## config.mk

```make
export PLATFORM = sky130hd
export DESIGN_NAME = sprite_layer_compositor
export DESIGN_NICKNAME = d
export VERILOG_FILES = /design/src/rtl/sprite_layer_compositor.sv
export SDC_FILE = /design/constraint.sdc
export NUM_CORES = 1
export LEC_CHECK = 0
export ABC_AREA = 1
export CORE_MARGIN = 5
export CORE_UTILIZATION = 38
export CTS_BUF_LIST = sky130_fd_sc_hd__clkbuf_4 sky130_fd_sc_hd__clkbuf_8
export CTS_CLUSTER_SIZE = 16
export DETAILED_ROUTE_END_ITERATION = 10
export HOLD_SLACK_MARGIN = 0.03
export PLACE_DENSITY = 0.67
export SKIP_LAST_GASP = 1
export SLEW_MARGIN = 20
export SYNTH_ARGS = -nofsm -noshare
export SYNTH_HDL_FRONTEND = slang
export SYNTH_SLANG_ARGS = --single-unit
export TNS_END_PERCENT = 100
```

## constraint.sdc

```tcl
create_clock -name clk -period 1.5 [get_ports clk]
set_input_delay 0.225 -clock clk [delete_from_list [all_inputs] [get_ports clk]]
set_output_delay 0.225 -clock clk [all_outputs]
set_load 0.02 [all_outputs]
```

## src/rtl/sprite_layer_compositor.sv

```systemverilog
// rtl/sprite_layer_compositor.sv - sprite/maze/background pixel compositor with collision and flash
// Two-stage pipeline: stage 1 resolves the sprite priority and maze window, stage 2 picks the final colour.
module sprite_layer_compositor #(
  parameter int          NUM_LAYERS   = 4,
  parameter logic [11:0] TRANS_KEY    = 12'h000,
  parameter int          H_START      = 150,
  parameter int          V_START      = 34,
  parameter int          H_END        = 630,
  parameter int          V_END        = 514,
  parameter int          H_TOTAL      = 800,
  parameter int          V_TOTAL      = 525,
  parameter int          FLASH_FRAMES = 16,
  parameter logic [11:0] FLASH_COLOR  = 12'hFFF
) (
  input  logic                       clk,
  input  logic                       rst,
  input  logic                       bright,
  input  logic [9:0]                 hCount,
  input  logic [9:0]                 vCount,
  input  logic [NUM_LAYERS-1:0]      layer_fill,
  input  logic [12*NUM_LAYERS-1:0]   layer_color,
  input  logic [11:0]                maze_color,
  input  logic [11:0]                background,
  input  logic                       flash_en,
  output logic [11:0]                rgb,
  output logic [NUM_LAYERS-1:0]      collision,
  output logic                       frame_done
);

  localparam int          CNT_W  = $clog2(FLASH_FRAMES) + 1;
  localparam logic [9:0]  H_LO   = 10'(H_START);
  localparam logic [9:0]  H_HI   = 10'(H_END);
  localparam logic [9:0]  V_LO   = 10'(V_START);
  localparam logic [9:0]  V_HI   = 10'(V_END);
  localparam logic [9:0]  H_LAST = 10'(H_TOTAL - 1);
  localparam logic [9:0]  V_LAST = 10'(V_TOTAL - 1);
  localparam logic [CNT_W-1:0] CNT_LAST = CNT_W'(FLASH_FRAMES - 1);

  logic                  s1_bright_q;
  logic [11:0]           s1_spr_col_q, s1_spr_col_d;
  logic                  s1_spr_vld_q, s1_spr_vld_d;
  logic                  s1_win_q, s1_win_d;
  logic [11:0]           s1_maze_q;
  logic [11:0]           s1_bg_q;
  logic [11:0]           rgb_q, rgb_d;
  logic [NUM_LAYERS-1:0] acc_q, acc_d;
  logic [NUM_LAYERS-1:0] collision_q, collision_d;
  logic                  frame_done_q;
  logic [CNT_W-1:0]      cnt_q, cnt_d;
  logic                  phase_q, phase_d;

  logic [NUM_LAYERS-1:0] opaque;
  logic [NUM_LAYERS-1:0] hits;
  logic                  frame_end;

  // Scan from the top layer down so the lowest opaque index is the one left standing.
  always_comb begin
    opaque       = '0;
    s1_spr_col_d = 12'h000;
    s1_spr_vld_d = 1'b0;
    for (int i = NUM_LAYERS - 1; i >= 0; i--) begin
      opaque[i] = layer_fill[i] && (layer_color[12*i +: 12] != TRANS_KEY);
      if (opaque[i]) begin
        s1_spr_col_d = layer_color[12*i +: 12];
        s1_spr_vld_d = 1'b1;
      end
    end
    hits = '0;
    for (int i = 1; i < NUM_LAYERS; i++) begin
      hits[i] = bright && opaque[0] && opaque[i];
    end
  end

  assign s1_win_d  = (hCount >= H_LO) && (hCount <= H_HI) &&
                     (vCount >= V_LO) && (vCount <= V_HI);
  assign frame_end = (hCount == H_LAST) && (vCount == V_LAST);

  always_comb begin
    rgb_d = 12'h000;
    if (!s1_bright_q) begin
      rgb_d = 12'h000;
    end else if (s1_spr_vld_q) begin
      rgb_d = s1_spr_col_q;
    end else if (s1_win_q) begin
      rgb_d = phase_q ? FLASH_COLOR : s1_maze_q;
    end else begin
      rgb_d = s1_bg_q;
    end
  end

  // The frame-end cycle's own hits go straight into the reported value.
  always_comb begin
    acc_d       = acc_q | hits;
    collision_d = collision_q;
    if (frame_end) begin
      acc_d       = '0;
      collision_d = acc_q | hits;
    end
  end

  always_comb begin
    cnt_d   = cnt_q;
    phase_d = phase_q;
    if (!flash_en) begin
      cnt_d   = '0;
      phase_d = 1'b0;
    end else if (frame_end) begin
      if (cnt_q == CNT_LAST) begin
        cnt_d   = '0;
        phase_d = !phase_q;
      end else begin
        cnt_d = cnt_q + CNT_W'(1);
      end
    end
  end

  always_ff @(posedge clk) begin
    if (rst) begin
      s1_bright_q  <= 1'b0;
      s1_spr_col_q <= 12'h000;
      s1_spr_vld_q <= 1'b0;
      s1_win_q     <= 1'b0;
      s1_maze_q    <= 12'h000;
      s1_bg_q      <= 12'h000;
      rgb_q        <= 12'h000;
      acc_q        <= '0;
      collision_q  <= '0;
      frame_done_q <= 1'b0;
      cnt_q        <= '0;
      phase_q      <= 1'b0;
    end else begin
      s1_bright_q  <= bright;
      s1_spr_col_q <= s1_spr_col_d;
      s1_spr_vld_q <= s1_spr_vld_d;
      s1_win_q     <= s1_win_d;
      s1_maze_q    <= maze_color;
      s1_bg_q      <= background;
      rgb_q        <= rgb_d;
      acc_q        <= acc_d;
      collision_q  <= collision_d;
      frame_done_q <= frame_end;
      cnt_q        <= cnt_d;
      phase_q      <= phase_d;
    end
  end

  assign rgb        = rgb_q;
  assign collision  = collision_q;
  assign frame_done = frame_done_q;

endmodule
```

==> reports/metrics.yaml, run 1 <==
worst_setup_path:
  worstReg2RegStart: "cnt_q[0]$_SDFFE_PP0P_"
  worst-path-buf-inv: 1
  crit_type: "reg -> out"
  ff2ff_path_depth: 5
  r2r_slack_ns: 0.23
  cp_num_cells: 1
  worstPathRequired_ns: 1.27
  critical-path-slowest-cell: "clkdlybuf4s50_1"
  arrival_ns: 1.24
  cpLargestDelayFamily: "buffers and inverters"
  critical_path.max_stage_delay_ns: 0.59
  peak_fanout_along_the_critical_path: 1
  worst_setup_path_start_kind: "register"
  crit_path_end_kind: "output port"
  rr_endpoint: "cnt_q[3]$_SDFFE_PP0P_"
  worstPathCellList: "clkdlybuf4s50_1"
power_and_ir_drop:
  finalPower_mw: 4.02
  vdd.ir_drop.worst_uv: 476
  total_leakage_power_nw: 2.44
  power_density_nw_per_um2: 800
logic_synthesis:
  yosysTopAreaCell: "dfxtp_1"
  yosysWarnings: 0
  synthesis.area_um2: 3120
  yosysTopAreaCellShare_pct: 41.1
  synth_instances: 460
  ys_ff_latch: 64
  syn_avg_cell_area_um2: 6.77
  synth_nets: 561
  synthFlopType: "dfxtp_1"
  yosysUniqueCellTypes: 38
  synth-seq-area-share_pct: 41.1
  synth-async-reset-ratio_pct: 0
  synth_area_leaders: "dfxtp_1 (41%), nand2_1 (10%), nor2_1 (8.9%)"
  edff_count_synth: 0
floorplan:
  start_util_pct: 38.5
  die_h_um: 101
  fp.dieW_um: 101
  rows: 33
  floorplan.die_area_um2: 10100
  io-pin-count: 117
  core_region_area_um2: 8090
grt:
  total_track_usage_pct: 18.3
  initial_antenna_violation_count: 0
  globalRouteOverflowTotal: 0
  grt_start_max_net_pins: 26
  wire_length_of_the_first_global_routing_pass_um: 14900
  first_global_vias: 3348
clock_tree:
  clockRootBuffer: "clkbuf_8"
  numClockSinks: 64
  clock_tree.htree_level_count: 3
  clk-insertion-delay-late_ns: 0.33
  cts_made_buffers: 9
  clk_transition_reported_paths_ns: 0.07
  tritoncts_clock_tree: "done"
  cts.path.max_buffers: 2
route:
  average_wire_per_standard_cell_um: 12.2
  via_per_inst: 4.63
  detailedRoute.firstPassIterationCount: 4
  detail_route.drc_violations: 0
  drt.antenna.violating_nets: 0
  detailroute.via_count: 3444
  wl_um: 9110
  drt_iter0_drc: 124
timing:
  final_min_period_over_clock_period_pct: 97.7
  postLayoutSetupSlackWorst_ns: 0.0341
  finalCriticalPeriod_ns: 1.47
  timing.clock.skew_ns: 0.00597
  timing.final.max_slew_violations: 0
  finalSetupTns_ns: 0
  achievable-frequency_ghz: 0.682
  setup_viol: 0
  rsz0062_at_grt: "yes"
  hold_violations: 0
placement:
  dpl.hpwl_um: 7610
  place.gp.congestion: 0.833
  place.port_buffers: 115
  post-place-ws_ns: -0.260
  dp.cells: 726
layout:
  final_layout_size_suffix_gt1_share_pct: 15.3
  finalNetCount: 735
  final_std_cells_w_o_fill: 744
  layout.core_utilization_pct: 62.1
  flow.area_growth_from_synthesis_pct: 61.4
  num_antenna_cells: 0
status:
  status: "completed"
min_path:
  worst_hold_path.num_cells: 4
  min_from: "vCount[4]"
  worst_hold_path.endpoint: "frame_done$_SDFF_PP0_"
  min-delay-path-class: "in -> reg"
job:
  maxCapViolations: 0
[registers in the layout (all words and copies together) (netlist names), 3 cells and up]
signal and flops:
rgb 12, s1_bg_q 12, s1_maze_q 12, s1_spr_col_q 12
cnt_q 5, acc_q 3, collision 3
[logic make-up (layout without fill, tap and decap cells)]
| group | count (synthesis) | after routing | share of synthesized area [%] |
|---|---|---|---|
| XOR/XNOR | 1 | 1 | 0.281 |
| flip-flops | 64 | 64 | 41.1 |
| AND/OR/NAND/NOR | 224 | 224 | 31.9 |
| other | 1 | 1 | 0.120 |
| AO/OA/AOI/OAI | 80 | 80 | 14.5 |
| adder cells (fa/ha/maj) | 1 | 1 | 0.402 |
| buffers and inverters | 89 | 268 | 11.6 |
[timing repair]
| item | 4_1_cts | 5_1_grt |
|---|---|---|
| pin swaps | 0 | 2 |
| endpoints found under the setup margin | 3 | 19 |
| gates resized for setup | 3 | 12 |
| setup buffers | 0 | 2 |
| hold buffers | 0 | 0 |
[how the worst max path moves through the flow]
stage	start	end
after detailed placement	layer_color[4]	s1_spr_col_q[3]$_SDFF_PP0_
after global routing	layer_color[28]	s1_spr_col_q[10]$_SDFF_PP0_
after global placement	layer_color[6]	s1_spr_col_q[11]$_SDFF_PP0_
final	rgb[7]$_SDFF_PP0_	rgb[7]
after CTS	rgb[2]$_SDFF_PP0_	rgb[2]
after floorplan	hCount[5]	acc_q[1]$_SDFF_PP0_
[metal layers]
metal	GRT usage [%]	share of wire (%)	routed length (um)	up-vias
met5	0	0	0	-
li1	-	-	-	1804
met3	4.01	6.1	551	5
met1	23.5	45	4080	1554
met2	31.2	48	4410	81
met4	4.04	0.68	62	0
[final cells by class]
type / count / area [um^2]
Clock buffer: 9 / 124
Tap cell: 105 / 131
Fill cell: 767 / 3070
Inverter: 72 / 272
Timing Repair Buffer: 180 / 1670
Clock inverter: 7 / 71.3
Multi-Input combinational cell: 307 / 1480
Sequential cell: 64 / 1280
[worst min-delay path: stages]
cell and delay (ns):
dlymetal6s2s_1 0.14, nor4_1 0.09, nand3_1 0.08, nor2_1 0.04
[cell usage after synthesis, types with 2 or more instances]
cell type  count
nor3_1         9
nand2_2        2
clkbuf_1      10
nor2_1        74
o21bai_1       3
o22ai_1       12
inv_1         67
nand2_1       83
buf_6          2
o21ai_0       27
dfxtp_1       64
buf_4          2
nor4_1         2
nor2_2         2
nand3_1       28
nand3b_1      11
and2_1         3
clkinv_1       4
nand4_1        3
a21oi_2        4
a21oi_1       29
buf_2          3
[metrics by stage]
step | area, um^2 | hold WS [ns]
CTS | 4980 | 0.389
global placement | 4790 | 0.437
floorplan | 3120 | 0.332
global route | 5030 | 0.289
finish | 5030 | 0.278
detailed placement | 4790 | 0.446
[power by group]
| part | internal, mW | leakage, nW | switching, mW |
|---|---|---|---|
| clock network | 0.766 | 0.0916 | 0.679 |
| logic | 0.456 | 1.82 | 0.324 |
| registers | 1.78 | 0.528 | 0.0222 |
[placed cells by master (no fill, tap or decap), types with 9 or more instances in the layout]
cell and instances:
a21oi_1 29, nor2_1 74, nand2_1 82, nand3_1 28, nand3b_1 11, o22ai_1 12, inv_1 66, clkdlybuf4s50_1 102
nor3_1 9, dfxtp_1 64, o21ai_0 27, clkbuf_8 9, dlymetal6s2s_1 10, buf_4 64
(Power assumes the default switching activity.)
==> run 2, diff against run 1 <==
Settings changed: CAP_MARGIN set to 30.
==> results of run 2 <==
Same layout as run 1: the final DEF is identical, and so are final timing and power.
